[config.mk]
export PLATFORM = sky130hd
export DESIGN_NAME = multicycle_control_unit
export DESIGN_NICKNAME = d
export VERILOG_FILES = /design/src/rtl/mips_pkg.sv /design/src/rtl/multicycle_control_unit.sv
export SDC_FILE = /design/constraint.sdc
export NUM_CORES = 1
export LEC_CHECK = 0
export ABC_AREA = 1
export ABC_CLOCK_PERIOD_IN_PS = 2300
export BUFFER_PORTS_ARGS = -buffer_cell sky130_fd_sc_hd__buf_2
export CORE_UTILIZATION = 45
export DETAILED_ROUTE_END_ITERATION = 16
export PLACE_DENSITY = 0.69
export SYNTH_ARGS = -nofsm -noshare
export SYNTH_HDL_FRONTEND = slang
export SYNTH_SLANG_ARGS = --single-unit
[constraint.sdc]
create_clock -name clk -period 2.3 [get_ports clk]
set_input_delay 0.115 -clock clk [delete_from_list [all_inputs] [get_ports clk]]
set_output_delay 0.115 -clock clk [all_outputs]
set_load 0.005 [all_outputs]
[src/rtl/mips_pkg.sv]
// Shared encodings for the multi-cycle MIPS control path: opcodes, mux selects,
// trap causes, FSM states and the per-state control word decode.
package mips_pkg;

  localparam int unsigned OP_W = 6;

  typedef logic [OP_W-1:0] opcode_t;

  localparam opcode_t OP_RTYPE = 6'b000000;
  localparam opcode_t OP_ADDI  = 6'b001000;
  localparam opcode_t OP_LW    = 6'b100011;
  localparam opcode_t OP_SW    = 6'b101011;
  localparam opcode_t OP_BEQ   = 6'b000100;
  localparam opcode_t OP_J     = 6'b000010;
  localparam opcode_t OP_LH    = 6'b100001;
  localparam opcode_t OP_LHU   = 6'b100101;

  localparam logic [1:0] ALUOP_ADD   = 2'b00;
  localparam logic [1:0] ALUOP_SUB   = 2'b01;
  localparam logic [1:0] ALUOP_FUNCT = 2'b10;

  localparam logic [1:0] ALUSRCB_B       = 2'b00;
  localparam logic [1:0] ALUSRCB_FOUR    = 2'b01;
  localparam logic [1:0] ALUSRCB_IMM     = 2'b10;
  localparam logic [1:0] ALUSRCB_IMM_SH2 = 2'b11;

  localparam logic [1:0] PCSRC_ALU    = 2'b00;
  localparam logic [1:0] PCSRC_ALUOUT = 2'b01;
  localparam logic [1:0] PCSRC_JUMP   = 2'b10;

  localparam logic [1:0] TRAP_NONE    = 2'b00;
  localparam logic [1:0] TRAP_ILLEGAL = 2'b01;
  localparam logic [1:0] TRAP_TIMEOUT = 2'b10;

  typedef enum logic [3:0] {
    S_FETCH,
    S_DECODE,
    S_MEM_ADDR,
    S_MEM_RD,
    S_MEM_WB,
    S_MEM_WR,
    S_EXEC,
    S_R_WB,
    S_I_WB,
    S_BRANCH,
    S_JUMP,
    S_TRAP
  } state_t;

  typedef struct packed {
    logic       pc_write;
    logic       pc_write_cond;
    logic       i_or_d;
    logic       mem_read;
    logic       mem_write;
    logic       reg_dst;
    logic       mem_to_reg;
    logic       reg_write;
    logic       alu_src_a;
    logic [1:0] alu_src_b;
    logic [1:0] alu_op;
    logic [1:0] pc_source;
    logic       half;
    logic       half_unsigned;
    logic       retire;
    logic       trap;
  } ctrl_t;

  // Moore control word for a state; op is the opcode latched in DECODE.
  function automatic ctrl_t ctrl_decode(state_t s, opcode_t op);
    ctrl_t c;
    c = '0;
    unique case (s)
      S_FETCH: begin
        c.mem_read  = 1'b1;
        c.alu_src_b = ALUSRCB_FOUR;
      end
      S_DECODE: begin
        c.alu_src_b = ALUSRCB_IMM_SH2;
      end
      S_EXEC: begin
        c.alu_src_a = 1'b1;
        if (op == OP_RTYPE) begin
          c.alu_src_b = ALUSRCB_B;
          c.alu_op    = ALUOP_FUNCT;
        end else begin
          c.alu_src_b = ALUSRCB_IMM;
          c.alu_op    = ALUOP_ADD;
        end
      end
      S_R_WB: begin
        c.reg_dst   = 1'b1;
        c.reg_write = 1'b1;
        c.retire    = 1'b1;
      end
      S_I_WB: begin
        c.reg_write = 1'b1;
        c.retire    = 1'b1;
      end
      S_MEM_ADDR: begin
        c.alu_src_a = 1'b1;
        c.alu_src_b = ALUSRCB_IMM;
      end
      S_MEM_RD: begin
        c.mem_read = 1'b1;
        c.i_or_d   = 1'b1;
      end
      S_MEM_WB: begin
        c.reg_write     = 1'b1;
        c.mem_to_reg    = 1'b1;
        c.half          = (op == OP_LH) || (op == OP_LHU);
        c.half_unsigned = (op == OP_LHU);
        c.retire        = 1'b1;
      end
      S_MEM_WR: begin
        c.mem_write = 1'b1;
        c.i_or_d    = 1'b1;
      end
      S_BRANCH: begin
        c.alu_src_a     = 1'b1;
        c.alu_src_b     = ALUSRCB_B;
        c.alu_op        = ALUOP_SUB;
        c.pc_write_cond = 1'b1;
        c.pc_source     = PCSRC_ALUOUT;
        c.retire        = 1'b1;
      end
      S_JUMP: begin
        c.pc_write  = 1'b1;
        c.pc_source = PCSRC_JUMP;
        c.retire    = 1'b1;
      end
      S_TRAP: begin
        c.trap = 1'b1;
      end
      default: c = '0;
    endcase
    return c;
  endfunction

endpackage

[src/rtl/multicycle_control_unit.sv]
// Moore control FSM for the multi-cycle MIPS datapath with memory ready
// handshake, wait timeout and illegal-opcode trap.
module multicycle_control_unit
  import mips_pkg::*;
#(
  parameter bit          HALF_EN     = 1'b1,
  parameter bit          JUMP_EN     = 1'b1,
  parameter int unsigned MEM_TIMEOUT = 16,
  parameter int unsigned CNT_W       = 5
) (
  input  logic       clk,
  input  logic       reset,
  input  logic [5:0] opcode,
  input  logic       zero,
  input  logic       mem_ready,
  output logic       pc_write,
  output logic       pc_write_cond,
  output logic       i_or_d,
  output logic       mem_read,
  output logic       mem_write,
  output logic       ir_write,
  output logic       reg_dst,
  output logic       mem_to_reg,
  output logic       reg_write,
  output logic       alu_src_a,
  output logic [1:0] alu_src_b,
  output logic [1:0] alu_op,
  output logic [1:0] pc_source,
  output logic       half,
  output logic       half_unsigned,
  output logic       retire,
  output logic       trap,
  output logic [1:0] trap_cause
);

  localparam bit               TMO_EN = (MEM_TIMEOUT != 0);
  localparam logic [CNT_W:0]   TMO_V  = (CNT_W+1)'(MEM_TIMEOUT);

  state_t            state, state_n;
  opcode_t           op_q, op_n;
  logic [CNT_W-1:0]  cnt, cnt_n;
  logic [CNT_W:0]    cnt_inc;
  logic [1:0]        cause_q, cause_n;
  ctrl_t             ctrl_q;
  logic              in_wait;
  logic              tmo_hit;
  logic              zero_unused;

  // Branch resolution happens in the datapath via pc_write_cond; the flag is not needed here.
  assign zero_unused = zero;

  assign in_wait = (state == S_FETCH) || (state == S_MEM_RD) || (state == S_MEM_WR);
  assign cnt_inc = {1'b0, cnt} + (CNT_W+1)'(1);
  assign tmo_hit = TMO_EN && (cnt_inc == TMO_V);
  assign op_n    = (state == S_DECODE) ? opcode : op_q;

  // Next-state logic; mem_ready beats a timeout landing in the same cycle.
  always_comb begin
    state_n = state;
    cause_n = TRAP_NONE;
    cnt_n   = '0;
    unique case (state)
      S_FETCH: begin
        if (mem_ready) begin
          state_n = S_DECODE;
        end else if (tmo_hit) begin
          state_n = S_TRAP;
          cause_n = TRAP_TIMEOUT;
        end
      end
      S_DECODE: begin
        case (opcode)
          OP_RTYPE, OP_ADDI: state_n = S_EXEC;
          OP_LW, OP_SW:      state_n = S_MEM_ADDR;
          OP_LH, OP_LHU:     state_n = HALF_EN ? S_MEM_ADDR : S_TRAP;
          OP_BEQ:            state_n = S_BRANCH;
          OP_J:              state_n = JUMP_EN ? S_JUMP : S_TRAP;
          default:           state_n = S_TRAP;
        endcase
        cause_n = TRAP_ILLEGAL;
      end
      S_EXEC:     state_n = (op_q == OP_RTYPE) ? S_R_WB : S_I_WB;
      S_MEM_ADDR: state_n = (op_q == OP_SW) ? S_MEM_WR : S_MEM_RD;
      S_MEM_RD: begin
        if (mem_ready) begin
          state_n = S_MEM_WB;
        end else if (tmo_hit) begin
          state_n = S_TRAP;
          cause_n = TRAP_TIMEOUT;
        end
      end
      S_MEM_WR: begin
        if (mem_ready) begin
          state_n = S_FETCH;
        end else if (tmo_hit) begin
          state_n = S_TRAP;
          cause_n = TRAP_TIMEOUT;
        end
      end
      S_R_WB, S_I_WB, S_MEM_WB, S_BRANCH, S_JUMP: state_n = S_FETCH;
      S_TRAP:  state_n = S_TRAP;
      default: state_n = S_FETCH;
    endcase
    if (in_wait && !mem_ready) begin
      cnt_n = cnt_inc[CNT_W-1:0];
    end
  end

  // State, latched opcode, wait counter, trap cause and the registered control word.
  always_ff @(posedge clk) begin
    if (reset) begin
      state   <= S_FETCH;
      op_q    <= OP_RTYPE;
      cnt     <= '0;
      cause_q <= TRAP_NONE;
      ctrl_q  <= ctrl_decode(S_FETCH, OP_RTYPE);
    end else begin
      state  <= state_n;
      op_q   <= op_n;
      cnt    <= cnt_n;
      ctrl_q <= ctrl_decode(state_n, op_n);
      if ((state_n == S_TRAP) && (state != S_TRAP)) begin
        cause_q <= cause_n;
      end
    end
  end

  // FETCH PC/IR loads and the store's retire follow mem_ready within the cycle.
  assign pc_write      = ctrl_q.pc_write | ((state == S_FETCH) & mem_ready);
  assign ir_write      = (state == S_FETCH) & mem_ready;
  assign retire        = ctrl_q.retire | ((state == S_MEM_WR) & mem_ready);
  assign pc_write_cond = ctrl_q.pc_write_cond;
  assign i_or_d        = ctrl_q.i_or_d;
  assign mem_read      = ctrl_q.mem_read;
  assign mem_write     = ctrl_q.mem_write;
  assign reg_dst       = ctrl_q.reg_dst;
  assign mem_to_reg    = ctrl_q.mem_to_reg;
  assign reg_write     = ctrl_q.reg_write;
  assign alu_src_a     = ctrl_q.alu_src_a;
  assign alu_src_b     = ctrl_q.alu_src_b;
  assign alu_op        = ctrl_q.alu_op;
  assign pc_source     = ctrl_q.pc_source;
  assign half          = ctrl_q.half;
  assign half_unsigned = ctrl_q.half_unsigned;
  assign trap          = ctrl_q.trap;
  assign trap_cause    = cause_q;

endmodule

==> results.toml, run 1 <==
[worst_setup_path]
cpPeakStageDelay_ns = 0.40
crit_top_cell = "nand2_1"
crit_chain = "ha_1 > nand4_1 > nand2_1 > nand3_1 > nand2_1 > nand2_1 > nand2_1 > nand2_1 > nor2_1 > nand2_1 > nand3_1 > nand2_1 > inv_1"
worstSetupEndpointType = "flip-flop"
critPathArrivalTime_ns = 2.17
path_delay_family = "simple AND/OR/NAND/NOR gates"
slowest_stage = "dfxtp_1"
setup.worst_path.class = "reg2reg"
start_kind = "flip-flop"
path_buf_inv = 1
cp.required_ns = 2.58
crit_fanout = 5

[placement]
dp_hpwl_um = 2520
dpl_cell_area_um2 = 1790
place_congestion = 0.918
portBuffers = 30
placed_cells = 305

[die]
initial_core_util_pct = 48.0
die_area_um2 = 3890
core_um2 = 3420
rows = 21
io_pins = 32
die_x_um = 62.4
die_h_um = 62.4

[yosys]
synth_warnings = 0
synth_cell_type_count = 29
yosysMostFrequentCell = "nand2_1"
synth_top_area_cell = "dfxtp_1"
netlist_top_cells_count = "nand2_1, nor2_1, dfxtp_1"
netlist_instances = 237
ys_seq_area_share_pct = 41.5
synth_area_per_cell_um2 = 6.92
synthFlopType = "dfxtp_1"
synth-edff-count = 0
syn_nets = 248
postSynth.asyncResetShare_pct = 0
ys_seq_elements = 34
synthMuxAreaShare_pct = 0
yosysTopAreaCellShare_pct = 41.5
synthSimpleGateAreaFrac_pct = 40.9
synth.area.top_cells = "dfxtp_1, nand2_1, nor2_1"
synth_top_family_by_area = "simple AND/OR/NAND/NOR gates"
synthXorXnorAreaFrac_pct = 0
synth-compound-area-share_pct = 4.96
syn_area_um2 = 1640
synth_fa_ha_area_share_pct = 0.763

[clock_network]
htreeDepth = 2
path_clk_slew_ns = 0.10
clock-sinks = 34
clockBufferDepth = 2
cts_resized = 0
hold_buffers = 0
cts_setup_buffers = 0
clock_latency_ns = 0.33
cts_buffers = 5
cts_root_buf = "clkbuf_4"
cts_tree = "done"

[route]
drt-pass1-iter-count = 4
drtIter0Drc = 59
ant_nets = 0
wl_um = 3170
vias = 1464
via_per_inst = 4.68
drc = 0
wire_per_inst_um = 10.1

[final_layout]
insertedDiodeCount = 0
n_fill_cell = 361
drive_gt1_share_pct = 22.1
area_growth_pct = 13.8
multi_input_area_um2 = 764
seq_area_um2 = 681
largest_register_ffs = 6
final_nets = 277
reg_top3 = "op_q x6, cnt x5, state x4"
postLayoutCellArea_um2 = 1870
regMostFlops = "op_q"
fin_cells = 313

[sta]
grt_setup_unrepaired = "no"
setup_tns_ns = 0
fin_crit_sh_pct = 82.2
drv_slew = 0
relSlewSlack_pct = 80.5
min_period_ns = 1.89
fmax_mhz = 529
tightest_slew_ns = 0.290
hold_viol_final = 0
setup_viol = 0
finalClockSkew_ns = 0.00787

[power]
p_per_area_nw_per_um2 = 1220
leakage_uw = 0.000973
ir_drop_mv = 0.558

[global_routing]
grt-ovfl-total = 0
grt_pass1_wl_um = 5760
antenna_found_initial = 0
track_usage_pct = 18.8
grt_start_max_net_pins = 17
grt_pass1_vias = 1364

[hold_path]
hold_path.class = "in2reg"

[flow_run]
cap_violations = 0

[run_status]
outcome = "complete, no violations"
## area by class of cell
class | instances | area share [%]
Multi-Input combinational cell | 159 | 41.0
Tap cell | 46 | 3.08
Sequential cell | 34 | 36.5
Inverter | 36 | 7.24
Clock buffer | 8 | 4.22
Timing Repair Buffer | 30 | 8.04
## kinds of logic (layout without fill, tap and decap cells)
family / count (synthesis) / in the layout
AOI/OAI and AO/OA: 14 / 14
buffers and inverters: 44 / 74
DFF: 34 / 34
adders and majority gates: 1 / 1
and+or+nand+nor: 144 / 144
## worst paths after layout
check / start / to / slack [ns] / cells after the start
setup / recovery: cnt[0] / alu_src_b[1] / 0.41 / 13
hold / removal: opcode[5] / op_q[5] / 0.10 / 3
setup reg to reg: cnt[0] / alu_src_b[1] / 0.41 / 13
hold reg to reg: trap_cause[0] / trap_cause[0] / 0.46 / 2
## worst min-delay path, delay by kind of cell
| family | cells | cell delay, ns |
|---|---|---|
| AO/OA/AOI/OAI | 1 | 0.09 |
| buffers and inverters | 1 | 0.11 |
| AND/OR/NAND/NOR | 1 | 0.08 |
## metal layers
metal  GRT usage, %  vias up  wire length, um
met5              0        -                0
met1           23.3      641             1490
met3           4.74        7              140
li1               -      793                -
met4           8.14        0               53
met2           30.9       23             1480
## cell usage in the layout, fill, tap and decap left out, drive strengths merged, types with 2 or more instances in the layout
cell and count:
nand2 61, nor2 47, inv 35, dfxtp 34, buf 30, nand3 20
clkbuf 8, o21ai 7, nand4 6, nor3 5, a21oi 3, o21a 2
## per-stage QoR
step	power [uW]	setup slack, ns	utilization [%]	hold WS [ns]
2_1_floorplan	1670	0.792	-	0.186
3_3_place_gp	1870	0.494	52.3	0.435
3_5_place_dp	1890	0.463	52.3	0.443
4_1_cts	2290	0.428	54.7	0.0966
5_1_grt	2500	0.133	54.7	0.108
6_report	2270	0.409	54.7	0.105
## report_power, final
part / total, uW / internal, uW / switching (uW)
clock: 393 / 209 / 184
combinational: 1060 / 373 / 689
sequential: 815 / 729 / 85.6
Note: power is estimated with default switching activity, not from simulation.
==> run 2: changes to the inputs <==
--- a/config.mk
+++ b/config.mk
@@ -5,12 +5,12 @@
 export SDC_FILE = /design/constraint.sdc
 export NUM_CORES = 1
 export LEC_CHECK = 0
-export ABC_AREA = 1
-export ABC_CLOCK_PERIOD_IN_PS = 2300
+export ABC_AREA = 0
+export ABC_CLOCK_PERIOD_IN_PS = 1700
 export BUFFER_PORTS_ARGS = -buffer_cell sky130_fd_sc_hd__buf_2
 export CORE_UTILIZATION = 45
 export DETAILED_ROUTE_END_ITERATION = 16
-export PLACE_DENSITY = 0.69
+export PLACE_DENSITY = 0.71
 export SYNTH_ARGS = -nofsm -noshare
 export SYNTH_HDL_FRONTEND = slang
 export SYNTH_SLANG_ARGS = --single-unit
==> constraint.sdc (replaced) <==
create_clock -name clk -period 1.7 [get_ports clk]
set_input_delay 0.085 -clock clk [delete_from_list [all_inputs] [get_ports clk]]
set_output_delay 0.085 -clock clk [all_outputs]
set_load 0.005 [all_outputs]
==> results.toml, run 2 <==
[sta]
grt_setup_unrepaired = "yes"
tightest_slew_ns = 0.480
hold_viol_final = 0
finalClockSkew_ns = 0.00924
setup_viol = 24
fmax_mhz = 439
setup_tns_ns = -8.08
relSlewSlack_pct = 68.0
hold_slack_ns = 0.0550
drv_slew = 0
min_period_ns = 2.28
setup_ws_ns = -0.580
fin_crit_sh_pct = 134

[worst_setup_path]
r2r-start = "state[2]"
crit_start = "state[2]"
critPathArrivalTime_ns = 2.49
worstSetupEndpointType = "flip-flop"
start_kind = "flip-flop"
cp.required_ns = 1.91
setup.worst_path.class = "reg2reg"
crit_fanout = 6

[hold_path]
hold_path.class = "in2reg"
hold_start = "opcode[3]"

[die]
die_area_um2 = 4120
io_pins = 32
die_h_um = 64.2
rows = 22
die_x_um = 64.2
core_um2 = 3690
initial_core_util_pct = 47.2

[final_layout]
final_util_pct = 75.2
layout_commonest_cell = "buf_4"
final_nets = 302
largest_register_ffs = 6
postLayoutCellArea_um2 = 2770
drive_gt1_share_pct = 55.1
area_growth_pct = 59.3
insertedDiodeCount = 0
multi_input_area_um2 = 1150
reg_top3 = "op_q x6, cnt x5, state x4"
most-common-layout-cells = "buf_4, buf_2, dfxtp_1, nand2_1, nor2_1"
seq_area_um2 = 697
n_fill_cell = 225
regMostFlops = "op_q"

[power]
p_per_area_nw_per_um2 = 1080
ir_drop_mv = 0.849
leakage_uw = 0.00127

[route]
drc = 0
ant_nets = 0
via_per_inst = 5.56
vias = 1891
wire_per_inst_um = 17.2
drtIter0Drc = 141
drt-pass1-iter-count = 4
wl_um = 5830

[global_routing]
track_usage_pct = 27.7
grt_pass1_wl_um = 8670
grt-ovfl-total = 0
grt_start_max_net_pins = 21
grt_pass1_vias = 1828
antenna_found_initial = 0

[yosys]
synth-edff-count = 0
synth_top_family_by_area = "simple AND/OR/NAND/NOR gates"
synthSimpleGateAreaFrac_pct = 33.1
synth_cell_type_count = 61
ys_seq_elements = 34
ys_seq_area_share_pct = 39.1
synth_warnings = 0
synth-compound-area-share_pct = 16.5
synth.area.top_cells = "dfxtp_1, nand2_1, a21oi_1"
syn_area_um2 = 1740
synthMuxAreaShare_pct = 0
synth_fa_ha_area_share_pct = 0.719
synth_area_per_cell_um2 = 8.83
synth_top_area_cell = "dfxtp_1"
syn_nets = 208
postSynth.asyncResetShare_pct = 0
synthFlopType = "dfxtp_1"
netlist_top_cells_count = "dfxtp_1, nand2_1, nor2_1"
netlist_instances = 197
yosysTopAreaCellShare_pct = 39.1
synthXorXnorAreaFrac_pct = 2.95
yosysMostFrequentCell = "dfxtp_1"

[clock_network]
path_clk_slew_ns = 0.08
clockBufferDepth = 2
cts_root_buf = "clkbuf_8"
cts_tree = "done"
cts_buffers = 5
htreeDepth = 2
clock_latency_ns = 0.30
clock-sinks = 34

[run_status]
violations = "negative setup slack"
outcome = "complete, but fails checks"

[placement]
portBuffers = 30
place_congestion = 0.896
dp_slack_ns = -0.511
dpl_cell_area_um2 = 2350
dp_hpwl_um = 3330

[flow_run]
cap_violations = 0
## run 2: changes by cell type in the layout (fill, tap and decap cells not counted), sizes merged, moves of 4 or more
cell and delta:
o21ai -5, a21oi +10, nor2b +5, nor3b +4
nand2 -37, nand3 -16, nor4 +4, buf +74
nor2 -30, inv -26, nand4 -5
## run 2: path summary, 6_finish.rpt
kind	to	slack, ns	cells after the start
worst max register to register	trap_cause[0]	-0.58	6
worst max-delay path	trap_cause[0]	-0.58	6
worst min register to register	cnt[0]	0.46	1
worst min-delay path	op_q[3]	0.06	3
## run 2: logic make-up after synthesis
kind of cell    count (synthesis)
buf+inv                        26
fa+ha+maj                       1
compound gates                 37
simple gates                   94
flops                          34
xor+xnor                        5
## run 2: power breakdown
part           leakage, uW  switching (uW)  internal [uW]  total [uW]
sequential        0.000280            84.5            890         975
combinational     0.000940             627            741        1370
clock            0.0000472             317            326         642
total              0.00127            1030           1960        2980
## run 2: routing by layer
metal	vias up	global-route usage (%)	share of wire, %
li1	881	-	-
met1	906	32.0	42
met2	81	47.3	48
met3	23	6.07	5.2
met4	0	15.3	4.0
met5	-	0	0
## run 2: what timing repair did
action | in CTS | in global routing
gates resized for setup | 39 | 18
hold buffers | 0 | 0
setup endpoints to repair | 23 | 24
endpoints found under the hold margin | 0 | 0
pin swaps | 21 | 12
buffers inserted | 9 | 11
## run 2: critical path, cell delays in order (launching register included)
cell and delay (ns):
dfxtp_4 0.38, o21ba_4 0.23, a2111oi_4 0.32, nor3b_4 0.34, and2b_4 0.25, or4_4 0.44, a211oi_2 0.23
## run 2: final cells by class
| class | instances | share of cell area (%) |
|---|---|---|
| well taps | 48 | 2.17 |
| clock inverters | 2 | 0.451 |
| flip-flops and latches | 34 | 25.1 |
| multi-input cells | 137 | 41.4 |
| repair buffers | 104 | 26.7 |
| inverters | 9 | 1.22 |
| clock buffers | 6 | 2.98 |
## run 2: stage by stage
| stage | instances | total power [uW] |
|---|---|---|
| finish | 340 | 2980 |
| CTS | 334 | 2800 |
| floorplan | 197 | 1510 |
| detailed placement | 319 | 1940 |
| global route | 340 | 3110 |
| global placement | 319 | 1930 |
==> run 3: changes to the inputs <==
--- a/config.mk
+++ b/config.mk
@@ -5,12 +5,12 @@
 export SDC_FILE = /design/constraint.sdc
 export NUM_CORES = 1
 export LEC_CHECK = 0
-export ABC_AREA = 0
-export ABC_CLOCK_PERIOD_IN_PS = 1700
+export ABC_AREA = 1
+export ABC_CLOCK_PERIOD_IN_PS = 1900
 export BUFFER_PORTS_ARGS = -buffer_cell sky130_fd_sc_hd__buf_2
 export CORE_UTILIZATION = 45
 export DETAILED_ROUTE_END_ITERATION = 16
-export PLACE_DENSITY = 0.71
+export PLACE_DENSITY = 0.72
 export SYNTH_ARGS = -nofsm -noshare
 export SYNTH_HDL_FRONTEND = slang
 export SYNTH_SLANG_ARGS = --single-unit
==> constraint.sdc (replaced) <==
create_clock -name clk -period 1.9 [get_ports clk]
set_input_delay 0.095 -clock clk [delete_from_list [all_inputs] [get_ports clk]]
set_output_delay 0.095 -clock clk [all_outputs]
set_load 0.005 [all_outputs]
==> results.toml, run 3 (synthesis gave the netlist of run 1 again) <==
[run_status]
outcome = "complete, no violations"

[clock_network]
cts_tree = "done"
cts_buffers = 5
hold_buffers = 0
htreeDepth = 2
cts_setup_buffers = 0
cts_root_buf = "clkbuf_4"
clock_latency_ns = 0.33
clockBufferDepth = 2
cts_resized = 0
clock-sinks = 34
path_clk_slew_ns = 0.11

[global_routing]
grt_pass1_wl_um = 5690
grt_pass1_vias = 1412
track_usage_pct = 18.3
grt-ovfl-total = 0
grt_start_max_net_pins = 17
antenna_found_initial = 0

[flow_run]
cap_violations = 0

[sta]
drv_slew = 0
min_period_ns = 1.72
setup_ws_ns = 0.177
grt_setup_unrepaired = "yes"
setup_viol = 0
hold_slack_ns = 0.0734
tightest_slew_ns = 0.307
fmax_mhz = 580
setup_tns_ns = 0
fin_crit_sh_pct = 90.7
hold_viol_final = 0
finalClockSkew_ns = 0.00747
relSlewSlack_pct = 79.4

[final_layout]
area_growth_pct = 15.4
final_util_pct = 55.4
most-common-layout-cells = "nand2_1, nor2_1, dfxtp_1, inv_1, buf_2"
drive_gt1_share_pct = 24.6
regMostFlops = "op_q"
largest_register_ffs = 6
fin_cells = 314
reg_top3 = "op_q x6, cnt x5, state x4"
final_nets = 278
layout_commonest_cell = "nand2_1"
insertedDiodeCount = 0

[die]
io_pins = 32
core_um2 = 3420
die_x_um = 62.4
initial_core_util_pct = 48.0
rows = 21
die_h_um = 62.4
die_area_um2 = 3890

[route]
via_per_inst = 4.80
wire_per_inst_um = 10.3
vias = 1506
drt-pass1-iter-count = 4
drtIter0Drc = 52
drc = 0
ant_nets = 0
wl_um = 3240

[worst_setup_path]
crit_fanout = 5
reg2reg_slack_ns = 0.18
worstSetupEndpointType = "flip-flop"
start_kind = "flip-flop"
setup.worst_path.class = "reg2reg"
critPathArrivalTime_ns = 1.95
cp.required_ns = 2.13

[hold_path]
hold_path.class = "in2reg"

[placement]
portBuffers = 30
dp_slack_ns = 0.0939
placed_cells = 306
dp_hpwl_um = 2510
place_congestion = 0.915

[power]
leakage_uw = 0.000981
ir_drop_mv = 0.807
p_per_area_nw_per_um2 = 1490
[run 3: cell types whose count changed in the layout (fill, tap and decap cells not counted), sizes merged, moves of 4 or more]
cell   delta
nor3b     -4
buf      -73
o21ai     +5
a21oi    -10
nor4      -4
nand3    +16
inv      +26
nor2     +30
nand4     +5
nand2    +37
nor2b     -5
[run 3: critical path, stage by stage, from the launching register on]
cell	delay (ns)
dfxtp_2	0.36
ha_2	0.21
nand2_1	0.07
nor2_1	0.14
nand3_2	0.13
nand2_1	0.08
nand2_1	0.06
nand2_1	0.07
nand2_1	0.08
nand2_1	0.18
inv_1	0.09
o21ai_1	0.08
o21ai_1	0.08
[run 3: layer usage]
layer  global-route usage [%]  part of all wire [%]
met5                        0                     0
met1                     21.4                    46
met4                     7.27                  0.53
met3                     5.11                   5.1
met2                     31.6                    48
[run 3: where the power goes]
group	switching, uW	total (uW)	internal (uW)
Clock	236	509	272
Combinational	854	1320	468
Sequential	101	986	885
Total	1190	2820	1630
[run 3: worst paths after layout]
path	startpoint	cells past startpoint	endpoint
worst max-delay path	cnt[1]	12	ctrl_q[1]
worst min-delay path	opcode[5]	3	op_q[5]
worst max register to register	cnt[1]	12	ctrl_q[1]
worst min register to register	trap_cause[0]	2	trap_cause[0]
[run 3: per-stage QoR]
step	power, uW	instance area (um^2)
4_1_cts	2810	1870
2_1_floorplan	2030	1640
3_3_place_gp	2280	1800
5_1_grt	3070	1890
6_report	2820	1890
3_5_place_dp	2300	1800
[run 3: layout make-up]
cell class | count | area (um^2)
tap | 46 | 57.6
inverter | 36 | 135
timing repair buffer | 31 | 158
sequential | 34 | 683
multi-input combinational | 159 | 782
clock buffer | 5 | 37.5
fill | 351 | 1520
clock inverter | 3 | 40.0
